--- config.mk ---
export PLATFORM = sky130hd
export DESIGN_NAME = ps2_keycode_rx_flat
export DESIGN_NICKNAME = d
export VERILOG_FILES = /design/src/rtl/ps2_keycode_rx_if.sv /design/src/rtl/ps2_keycode_rx.sv /design/src/flat_wrapper.sv
export SDC_FILE = /design/constraint.sdc
export NUM_CORES = 1
export LEC_CHECK = 0
export CORE_ASPECT_RATIO = 0.8
export CORE_MARGIN = 5
export CORE_UTILIZATION = 55
export CTS_CLUSTER_SIZE = 28
export DETAILED_ROUTE_END_ITERATION = 10
export GPL_TIMING_DRIVEN = 1
export MAX_ROUTING_LAYER = met4
export PLACE_DENSITY = 0.74
export SLEW_MARGIN = 10
export SYNTH_ARGS = -nofsm -noshare
export SYNTH_HDL_FRONTEND = slang
export SYNTH_SLANG_ARGS = --single-unit
--- constraint.sdc ---
create_clock -name clk -period 5.6 [get_ports clk]
set_input_delay 0.84 -clock clk [delete_from_list [all_inputs] [get_ports clk]]
set_output_delay 0.84 -clock clk [all_outputs]
set_load 0.03 [all_outputs]
--- src/rtl/ps2_keycode_rx_if.sv ---
// PS/2 receiver bus: the two raw pins that enter the receiver and the keycode it presents.
interface ps2_keycode_rx_if;
  logic        ps2_clk;
  logic        ps2_data;
  logic [15:0] keycode;
  logic        keycode_valid;
  logic        frame_err;

  // Receiver side: samples the pins and drives the keycode bus.
  modport master (
    input  ps2_clk,
    input  ps2_data,
    output keycode,
    output keycode_valid,
    output frame_err
  );

  // Keyboard/consumer side: drives the pins and observes the keycode bus.
  modport slave (
    output ps2_clk,
    output ps2_data,
    input  keycode,
    input  keycode_valid,
    input  frame_err
  );
endinterface

--- src/rtl/ps2_keycode_rx.sv ---
// PS/2 device-to-host receiver: synchronises and filters the pins, deserialises
// 11-bit frames and shifts each good byte into a 16-bit {prev, last} keycode.
module ps2_keycode_rx #(
  parameter int FILTER_LEN     = 8,
  parameter int TIMEOUT_CYCLES = 65000
) (
  input  logic             clk,
  input  logic             rst,
  ps2_keycode_rx_if.master bus
);

  localparam int FW = $clog2(FILTER_LEN + 1);
  localparam int TW = $clog2(TIMEOUT_CYCLES + 1);
  localparam logic [FW-1:0] FLT_MAX = FW'(FILTER_LEN - 1);
  localparam logic [TW-1:0] TMO_MAX = TW'(TIMEOUT_CYCLES - 1);

  typedef enum logic [1:0] {IDLE, RECV, CHECK} state_t;

  logic          clk_s1, clk_s2, data_s1, data_s2;
  logic          clk_filt, clk_filt_q;
  logic [FW-1:0] filt_cnt;
  logic          fall;

  state_t        state;
  logic [3:0]    bit_cnt;
  logic [8:0]    shreg;
  logic          stop_bit;
  logic [TW-1:0] tmo_cnt;
  logic [15:0]   keycode_q;
  logic          valid_q, err_q;

  // Two-flop synchronisers for both pins; idle PS/2 lines are high.
  // NOTE: sequential state always uses non-blocking assignments so every flop
  // samples the pre-edge value regardless of statement order.
  always_ff @(posedge clk or posedge rst) begin
    if (rst) begin
      clk_s1  <= 1'b1;
      clk_s2  <= 1'b1;
      data_s1 <= 1'b1;
      data_s2 <= 1'b1;
    end else begin
      clk_s1  <= bus.ps2_clk;
      clk_s2  <= clk_s1;
      data_s1 <= bus.ps2_data;
      data_s2 <= data_s1;
    end
  end

  // Glitch filter: the filtered clock flips only after FILTER_LEN consecutive
  // samples that disagree with it; any agreeing sample restarts the count.
  always_ff @(posedge clk or posedge rst) begin
    if (rst) begin
      clk_filt   <= 1'b1;
      clk_filt_q <= 1'b1;
      filt_cnt   <= '0;
    end else begin
      clk_filt_q <= clk_filt;
      if (clk_s2 == clk_filt) begin
        filt_cnt <= '0;
      end else if (filt_cnt == FLT_MAX) begin
        clk_filt <= clk_s2;
        filt_cnt <= '0;
      end else begin
        filt_cnt <= filt_cnt + 1'b1;
      end
    end
  end

  assign fall = clk_filt_q & ~clk_filt;

  // Frame FSM with registered keycode and one-cycle status pulses.
  always_ff @(posedge clk or posedge rst) begin
    if (rst) begin
      state     <= IDLE;
      bit_cnt   <= '0;
      shreg     <= '0;
      stop_bit  <= 1'b0;
      tmo_cnt   <= '0;
      keycode_q <= '0;
      valid_q   <= 1'b0;
      err_q     <= 1'b0;
    end else begin
      valid_q <= 1'b0;
      err_q   <= 1'b0;
      case (state)
        IDLE: begin
          // A fall with data high is line noise and is silently ignored.
          if (fall && !data_s2) begin
            state   <= RECV;
            bit_cnt <= '0;
            tmo_cnt <= '0;
          end
        end
        RECV: begin
          if (fall) begin
            tmo_cnt <= '0;
            if (bit_cnt == 4'd9) begin
              stop_bit <= data_s2;
              state    <= CHECK;
            end else begin
              // LSB first: after nine shifts shreg = {parity, d7..d0}.
              shreg   <= {data_s2, shreg[8:1]};
              bit_cnt <= bit_cnt + 1'b1;
            end
          end else if (tmo_cnt == TMO_MAX) begin
            state   <= IDLE;
            bit_cnt <= '0;
            err_q   <= 1'b1;
          end else begin
            tmo_cnt <= tmo_cnt + 1'b1;
          end
        end
        CHECK: begin
          if (stop_bit && (^shreg)) begin
            keycode_q <= {keycode_q[7:0], shreg[7:0]};
            valid_q   <= 1'b1;
          end else begin
            err_q <= 1'b1;
          end
          bit_cnt <= '0;
          // A start bit landing in this cycle begins the next frame directly.
          if (fall && !data_s2) begin
            state   <= RECV;
            tmo_cnt <= '0;
          end else begin
            state <= IDLE;
          end
        end
        default: state <= IDLE;
      endcase
    end
  end

  assign bus.keycode       = keycode_q;
  assign bus.keycode_valid = valid_q;
  assign bus.frame_err     = err_q;

endmodule
--- src/flat_wrapper.sv ---
// flat-port wrapper written by rule: the top's interface ports become plain ports
module ps2_keycode_rx_flat 
#(
  parameter int FILTER_LEN     = 8,
  parameter int TIMEOUT_CYCLES = 65000
)
  (clk, rst, bus_ps2_clk, bus_ps2_data, bus_keycode, bus_keycode_valid, bus_frame_err);
  ps2_keycode_rx_if bus_i ();
  input  logic clk;
  input  logic rst;
  input wire logic [$bits(bus_i.ps2_clk)-1:0] bus_ps2_clk;
  input wire logic [$bits(bus_i.ps2_data)-1:0] bus_ps2_data;
  output wire logic [$bits(bus_i.keycode)-1:0] bus_keycode;
  output wire logic [$bits(bus_i.keycode_valid)-1:0] bus_keycode_valid;
  output wire logic [$bits(bus_i.frame_err)-1:0] bus_frame_err;
  assign bus_i.ps2_clk = bus_ps2_clk;
  assign bus_i.ps2_data = bus_ps2_data;
  assign bus_keycode = bus_i.keycode;
  assign bus_keycode_valid = bus_i.keycode_valid;
  assign bus_frame_err = bus_i.frame_err;
  ps2_keycode_rx #(.FILTER_LEN(FILTER_LEN), .TIMEOUT_CYCLES(TIMEOUT_CYCLES)) u_core (.clk(clk), .rst(rst), .bus(bus_i));
endmodule
==> Word-level counts from Yosys, hierarchy flattened <==
Cells that the tools add are included.
{ "totals": {"output_inout_bits": 18, "elab_cells": 72, "in_bits": 4, "regBits": 60} }
{ "op_classes": {"n_reduce_logical": 15, "n_addsub": 3, "n_eq_ne": 12, "n_mux": 23, "bitwise_logic": 4} }
{ "ops": {"columns": ["operator", "count"], "rows": [
  ["$mux 16", 3],
  ["$pmux 16 s2", 1],
  ["$mux 4", 6],
  ["$add 16x1->16 const B", 1],
  ["$eq 16x16->1 const B", 1],
  ["$pmux 4 s3", 1],
  ["$reduce_and 3->1", 4],
  ["$reduce_xor 9->1", 1],
  ["$add 4x1->4 const B", 2],
  ["$mux 2", 4],
  ["$mux 1", 6],
  ["$ne 3x3->1 const B", 2],
  ["$pmux 2 s3", 1],
  ["$eq 4x3->1 const B", 1],
  ["$eq 4x4->1 const B", 1],
  ["$ne 2x1->1 const B", 2],
  ["$reduce_and 2->1", 2],
  ["$reduce_and 4->1", 1],
  ["$ne 3x1->1 const B", 1],
  ["$ne 3x2->1 const B", 1],
  ["$not 1->1", 3],
  ["$reduce_bool 3->1", 1],
  ["$eq 2x1->1 const B", 1],
  ["$eq 2x2->1 const B", 1],
  ["other kinds (8)", 9]
]} }

==> Logic depth before layout (Yosys ltp) <==
Gate-level depths: netlist of the first run.
{ "logic_depth": {"word_depth": 5, "ltp_mapped": 8} }

==> Worst setup path after synthesis of the first run <==
No wires, ideal clock.
{ "synth_path": {"path_type": "register to register", "start": "register u_core.state[0]", "end": "register u_core.tmo_cnt[7]", "synth_period_minus_slack_ps": 2044, "slack_ps": 3556, "required_time_ps": 5475, "stages_incl_launch_ff": 8, "t_arrival_ps": 1919, "path_cell_list": "dfrtp_1 inv_1 ha_1 or2_2 a21oi_4 o21ai_2 or3_1 mux2_2"} }
{ "synth_between": {"elab_chain_len": 4, "word_cells_on_any_way": 9, "classes_between": "eq/ne (4); mux (1); reduce/logical (4)"} }
{ "synth_lines": {"columns": ["item", "line", "text"], "rows": [
  ["start, declared", "ps2_keycode_rx.sv:24", "state_t state;"],
  ["start signal, assigned", "ps2_keycode_rx.sv:74", "state <= IDLE;"],
  ["start signal, assigned", "ps2_keycode_rx.sv:89", "state <= RECV;"],
  ["start signal, assigned", "ps2_keycode_rx.sv:99", "state <= CHECK;"],
  ["$eq 2x2->1 / $logic_not 2->1 (equally long branches)", "ps2_keycode_rx.sv:85", "case (state)"],
  ["$reduce_or 2->1 (no source line)", null, null],
  ["$ne 2x1->1 (no source line) / $reduce_bool 2->1 (equally long branches)", null, null],
  ["$reduce_and 3->1 (no source line)", null, null],
  ["end signal, assigned", "ps2_keycode_rx.sv:110", "tmo_cnt <= tmo_cnt + 1'b1;"],
  ["end, declared", "ps2_keycode_rx.sv:28", "logic [TW-1:0] tmo_cnt;"]
]} }
Parallel ways exist; a longest one is shown, timed or not.
A chain may end at the register's enable or synchronous reset.

==> Worst setup path in the final report of the first run <==
{ "layout_path": {"start": "register u_core.tmo_cnt[0]", "end": "register u_core.tmo_cnt[7]"} }
{ "layout_between": {"elab_chain_len": 4, "word_cells_on_any_way": 7, "classes_between": "add/sub (1); eq/ne (2); mux (3); reduce/logical (1)"} }
{ "layout_lines": {"columns": ["item", "line", "text"], "rows": [
  ["$add 16x1->16", "ps2_keycode_rx.sv:110", null],
  ["$mux 16", "ps2_keycode_rx.sv:105", "end else if (tmo_cnt == TMO_MAX) begin"],
  ["$mux 16", "ps2_keycode_rx.sv:95", "if (fall) begin"],
  ["$pmux 16 s2", "ps2_keycode_rx.sv:85", null]
]} }
Parallel ways exist; a longest one is shown, timed or not. The select of a mux whose other input is x is not followed.

==> run metrics, run 1 <==
status complete, no violations; WL final slightly above 5 mm; Slew Limit Headroom 60.7%; fmax 412 MHz; Pins Over Slew Limit 0; switching share of total power ~31%; largest net degree at the start of global routing 35; maximum clock path buffer count 2; RR Endpoint u_core.tmo_cnt[7]; initial antenna violation count 0; Crit-path slowest cell or4_1; maximum VDD drop 0.199 mV; CP Class reg -> reg; CP startpoint u_core.tmo_cnt[0]; skew final about 5.3 ps; Multi-input gate area 1260 µm²; H-tree depth 3; post-route clock period utilization between 40% and 50%; slowest stage delay, CP a little over 600 ps; Die Wd ~90 µm; drt drc 0; RSZ-0062 raised after global routing no; PnR worst setup slack between 3000 and 4000 ps; buffer and inverter count on the worst path 0; Fin. Hold Viols 0; Die H 74.2 µm; CP delay by family, top simple AND/OR/NAND/NOR gates; syn nets roughly 250; Internal about 0.78 mW; total clock buffers created by CTS 9; WP data required just under 6000 ps; vias in the first global route between 1,500 and 2,000; Async S/R FF share, synth 100%; worst r2r path cells 6; met3 GRT Util 5.86%; routed len/inst 15.3 µm; setup bufs post-CTS 0; Vias between 1,500 and 2,000; # rows 23; Arr. time, crit path 2650 ps; nets@finish 280; Comb power frac 22.3%; Clock power frac between 30% and 40%; CTS Root Cell clkbuf_8; Final HPWL DP 3.48 mm; post-CTS sizing 0; Initial Utilization between 50% and 60%; Net Sw Power roughly 0.35 mW; clk slew on worst S/H paths roughly 60 ps; DP Worst Slack about 3200 ps; number of synthesized flops with an enable pin 0; worst reg2reg setup slack between 3000 and 4000 ps; TritonCTS clock tree done; first-pass GRT wire length between 8 and 9 mm; IO buf count 21; Fill cells ~390; GR peak layer met2; I/O Pins 22; Die Area 6690 µm²; Synth Cell Area between 2000 and 3000 µm²; vias per cell ~5.5; sequential power share 45.2%; Reg area ~1500 µm²; GRT Total Usage 17.6%; leak pwr between 1.5 and 2 nW; setup_tns 0 ps; worst skew pair latency about 340 ps; Initial DRC Count 132; Cell variety after synth 44; RR Startpoint u_core.tmo_cnt[0]; worst min-delay path class reg -> reg; M2 GR Usage between 20 and 30%; n_diodes 0; M1 GR Usage between 20% and 30%; hold path startpoint u_core.data_s1; number of synthesized register bits 60; Final GP Congestion approximately 0.86; Avg Synthesized Cell Area 11.8 µm²; total gr overflow 0; area growth from synthesis to layout 15.9%; Syn Inst Count between 200 and 250; Worst Max-Slew Pin Slew 588 ps; Core Region approximately 5000 µm²; minimum clock period approximately 2400 ps; WHS Endpoint u_core.data_s2; Max Cap Viol 0; CP Max Fanout 12; crit path capture type register; Startpoint Class register; hold buffers post-CTS 0; sequential-to-total area share from yosys stat approximately 53%; post-route ant nets 0; Yosys warning count 0; Main synth FF type dfrtp_1; worst-path cell chain ha_1, nand4bb_1, or4_1, o21ai_2, or3_1, mux2_2; PwrDens 346 nW/µm²; first-pass iteration count of the detailed router 4; fraction of layout cells with a size suffix above 1 roughly a fifth; Final setup viols 0; clock sink count 60; WHS Path Cells 0
==> Yosys cell counts, types with 3 or more instances <==
master | instances | area [µm²]
and3_1 | 4 | 25.0
nand2_1 | 18 | 67.6
xor2_1 | 6 | 52.6
ha_1 | 8 | 100
o31ai_1 | 4 | 30.0
dfrtp_1 | 54 | 1350
mux2_4 | 9 | 135
nand4_1 | 6 | 37.5
mux2_2 | 18 | 203
inv_1 | 7 | 26.3
o21ai_0 | 16 | 80.1
nor2_1 | 19 | 71.3
xnor2_1 | 5 | 43.8
nand3_1 | 8 | 40.0
dfstp_2 | 6 | 158
or4_1 | 3 | 22.5
nor2b_1 | 5 | 31.3
a21oi_1 | 5 | 25.0
==> kinds of logic after synthesis <==
family                   share of synthesized area [%]
multiplexers                                      11.9
flip-flops                                        53.3
AO/OA/AOI/OAI                                     8.30
AND/OR/NAND/NOR                                   15.5
adder cells (fa/ha/maj)                           3.53
buffers and inverters                             2.16
XOR/XNOR                                          5.34
==> power groups by stage <==
stage	clock network, mW	logic, mW	registers, mW
after detailed placement	0	0.253	0.520
after global placement	0	0.251	0.516
final	0.369	0.253	0.515
after global routing	0.400	0.284	0.518
after floorplan	0	0.216	0.510
after CTS	0.380	0.255	0.513
==> routing by layer <==
layer | vias to the layer above | share of wire (%)
met1 | 900 | 50
met2 | 33 | 44
met4 | 0 | 1.7
li1 | 911 | -
met3 | 8 | 4.3
met5 | - | 0
==> how the worst max path moves through the flow <==
| stage | slack (ps) | cells past startpoint | endpoint |
|---|---|---|---|
| 6_report | 3170 | 6 | u_core.tmo_cnt[7] |
| 5_1_grt | 3060 | 6 | u_core.tmo_cnt[7] |
| 4_1_cts | 3220 | 6 | u_core.tmo_cnt[7] |
| 3_5_place_dp | 3230 | 6 | u_core.tmo_cnt[7] |
| 3_3_place_gp | 3270 | 6 | u_core.tmo_cnt[7] |
| 2_1_floorplan | 3290 | 1 | u_core.bit_cnt[0] |
==> registers in the layout, indices dropped and copies added (netlist names), 2 cells and up <==
register            cells
u_core.bus.keycode     16
u_core.tmo_cnt         16
u_core.shreg            9
u_core.bit_cnt          4
u_core.filt_cnt         4
u_core.state            2
==> per-stage QoR <==
step                hold WS (ps)  instance area, µm²  utilization [%]  std cells  power (mW)
floorplan                    345                2830                -        240       0.727
global placement             346                3090             61.8        319       0.767
detailed placement           348                3090             61.8        319       0.774
CTS                          361                3280             65.6        335        1.15
global route                 361                3280             65.6        335        1.20
finish                       358                3280             65.6        335        1.14
==> area by class of cell <==
class | count | area share [%]
clock inverter | 1 | 0.152
tap | 62 | 2.36
timing repair buffer | 22 | 6.63
sequential | 60 | 45.9
inverter | 7 | 0.800
multi-input combinational | 168 | 38.4
clock buffer | 15 | 5.68
==> worst reg2reg max path: cells and delay by family, from the launching register on <==
kind	cells	cell delay, ps
mux	1	330
flops	1	410
fa+ha+maj	1	240
simple gates	3	960
compound gates	1	390
==> placed cells by master (no fill, tap or decap), types with 2 or more instances in the layout <==
cell type	instances
a21oi_1	5
a31oi_1	2
and2_1	2
and3_1	4
clkbuf_1	2
clkbuf_8	13
clkdlybuf4s50_1	21
dfrtp_1	54
dfstp_2	6
ha_1	8
inv_1	6
mux2_2	18
mux2_4	9
nand2_1	18
nand2b_1	2
nand3_1	8
nand3b_1	2
nand4_1	6
nor2_1	19
nor2b_1	5
nor3_1	2
nor3b_1	2
nor4_1	2
o211ai_1	2
o21ai_0	16
o31ai_1	4
o41ai_1	2
or3_1	2
or4_1	3
xnor2_1	5
xnor2_2	2
xor2_1	6
No activity file was read; power rests on OpenSTA's default activity.
==> run 2, diff against run 1 <==
Clock period 5.6 ns to 2.4 ns, I/O delays scaled along.
==> run 2 against run 1 <==
  * Sequential power is 130% higher
  * Count of clock-buffer cells in the layout is 3 lower
  * Cell count is 1.8% higher
  * Critical path depth is 1 higher
  * First-iteration DRC count is 41% lower
  * Global-route usage is 0.56 points lower
  * Critical path type unchanged
==> run metrics, run 2 (synthesis gave the netlist of run 1 again) <==
status complete, no violations (unchanged); Startpoint Class register (unchanged); post-route ant nets 0 (unchanged); maximum clock path buffer count 2 (unchanged); area growth from synthesis to layout 17.9% (was 15.9%); Initial DRC Count 78 (was 132); CP startpoint u_core.state[0] (was u_core.tmo_cnt[0]); total clock buffers created by CTS 9 (unchanged); routed len/inst 14.0 µm (was 15.3 µm); Max Cap Viol 0 (unchanged); Crit-path slowest cell dfrtp_1 (was or4_1); cell area after layout 3340 µm² (was 3280 µm²); Pins Over Slew Limit 0 (unchanged); Die Area 6690 µm² (unchanged); Arr. time, crit path 2440 ps (was 2650 ps); WL final 4.79 mm (was 5.11 mm); Die H 74.2 µm (unchanged); n_diodes 0 (unchanged); RR Endpoint u_core.tmo_cnt[9] (was u_core.tmo_cnt[7]); CP Max Fanout 8 (was 12); clk slew on worst S/H paths 60 ps (about the same); nets@finish 286 (was 280); Fin. Hold Viols 0 (unchanged); CTS Root Cell clkbuf_8 (unchanged); WP data required 2620 ps (was 5820 ps); Initial Utilization 56.6% (unchanged); commonest non-fill, non-tap cell in the layout dfrtp_1 (unchanged); Final HPWL DP 3.45 mm (was 3.48 mm); post-route clock period utilization 92.5% (was 43.4%); CP Class reg -> reg (unchanged); Final setup viols 0 (unchanged); worst min-delay path class reg -> reg (unchanged); GR peak layer met1 (was met2); slowest stage delay, CP 400 ps (was 610 ps); drt drc 0 (unchanged); maximum VDD drop 0.493 mV (was 0.199 mV); placement-stage cell area 3140 µm² (was 3090 µm²); # rows 23 (unchanged); post-CTS sizing 0 (unchanged); M2 GR Usage 23.0% (was 25.5%); PwrDens 818 nW/µm² (was 346 nW/µm²); RR Startpoint u_core.state[0] (was u_core.tmo_cnt[0]); fmax 451 MHz (was 412 MHz); Slew Limit Headroom 65.0% (was 60.7%); Core Region 5010 µm² (unchanged); Worst Max-Slew Pin Slew 519 ps (was 588 ps); most frequent cells in the layout dfrtp_1 (54), clkdlybuf4s50_1 (21), nor2_1 (19) (unchanged); initial antenna violation count 0 (unchanged); hold path startpoint u_core.clk_s1 (was u_core.data_s1); minimum clock period 2220 ps (was 2430 ps); Vias 1,852 (unchanged); Die Wd 90.2 µm (unchanged); worst skew pair latency 330 ps (was 340 ps); leak pwr 1.55 nW (was 1.52 nW); largest net degree at the start of global routing 35 (unchanged); crit path capture u_core.tmo_cnt[9] (was u_core.tmo_cnt[7]); RSZ-0062 raised after global routing no (unchanged); worst-path cell chain inv_1, ha_1, or2_2, a21oi_4, o21ai_2, or2_1, o41ai_1 (was ha_1, nand4bb_1, or4_1, o21ai_2, or3_1, mux2_2); vias per cell 5.43 (was 5.53); PnR worst setup slack 180 ps (was 3170 ps); skew final 8.21 ps (was 5.27 ps); crit path capture type register (unchanged); TritonCTS clock tree done (unchanged); hold buffers post-CTS 0 (unchanged); clock sink count 60 (unchanged); worst r2r path cells 7 (was 6); IO buf count 21 (unchanged); DP Worst Slack 190 ps (was 3230 ps); Final GP Congestion 0.835 (was 0.856); vias in the first global route 1,781 (was 1,814); GRT Total Usage 17.0% (was 17.6%); first-pass iteration count of the detailed router 4 (unchanged); fraction of layout cells with a size suffix above 1 22.6% (was 20.5%); M1 GR Usage 23.4% (was 22.4%); setup bufs post-CTS 0 (unchanged); met3 GRT Util 6.27% (was 5.86%); worst reg2reg setup slack 180 ps (was 3170 ps); I/O Pins 22 (unchanged); setup_tns 0 ps (unchanged); total gr overflow 0 (unchanged); H-tree depth 3 (unchanged); power after layout 2.73 mW (was 1.14 mW); first-pass GRT wire length 8.63 mm (was 8.78 mm)
==> run 2: worst min-delay path by stage <==
stage                     endpoint  slack (ps)  cells past startpoint
global placement    u_core.data_s2         350                      0
detailed placement   u_core.clk_s2         350                      0
CTS                  u_core.clk_s2         360                      0
floorplan            u_core.clk_s2         350                      0
finish               u_core.clk_s2         360                      0
global route         u_core.clk_s2         360                      0
==> run 2: metal layers <==
layer	vias up	routed length, µm
met4	0	51
met3	4	263
met1	897	2460
met5	-	0
met2	31	2010
li1	920	-
==> run 2: final cells by class <==
type | instances | area [µm²]
repair buffers | 28 | 263
inverters | 7 | 26.3
multi-input cells | 168 | 1260
well taps | 62 | 77.6
flip-flops and latches | 60 | 1510
fillers | 383 | 1670
clock buffers | 12 | 155
clock inverters | 4 | 47.5
==> run 2: where the power goes <==
group | leakage [nW] | internal (mW) | switching (mW)
clock network | 0.102 | 0.533 | 0.376
registers | 0.810 | 1.11 | 0.0862
logic | 0.638 | 0.269 | 0.362
==> run 2: worst max-delay path, delay by kind of cell, from the launching register on <==
kind            cells  cell delay (ps)
flops               1              400
fa+ha+maj           1              270
simple gates        2              650
buf+inv             1               80
compound gates      3              710
==> run 2: through the flow <==
stage / cells / util (%) / hold slack, ps
after CTS: 341 / 66.7 / 359
final: 341 / 66.7 / 357
after detailed placement: 325 / 62.7 / 347
after global placement: 325 / 62.7 / 346
after floorplan: 240 / - / 345
after global routing: 341 / 66.7 / 364
==> run 3, diff against run 2 <==
Settings changed: HOLD_SLACK_MARGIN from default to 0.03, SLEW_MARGIN 10 to default.
==> results of run 3 <==
The final DEF is identical to that of run 2; final timing and power are the same.
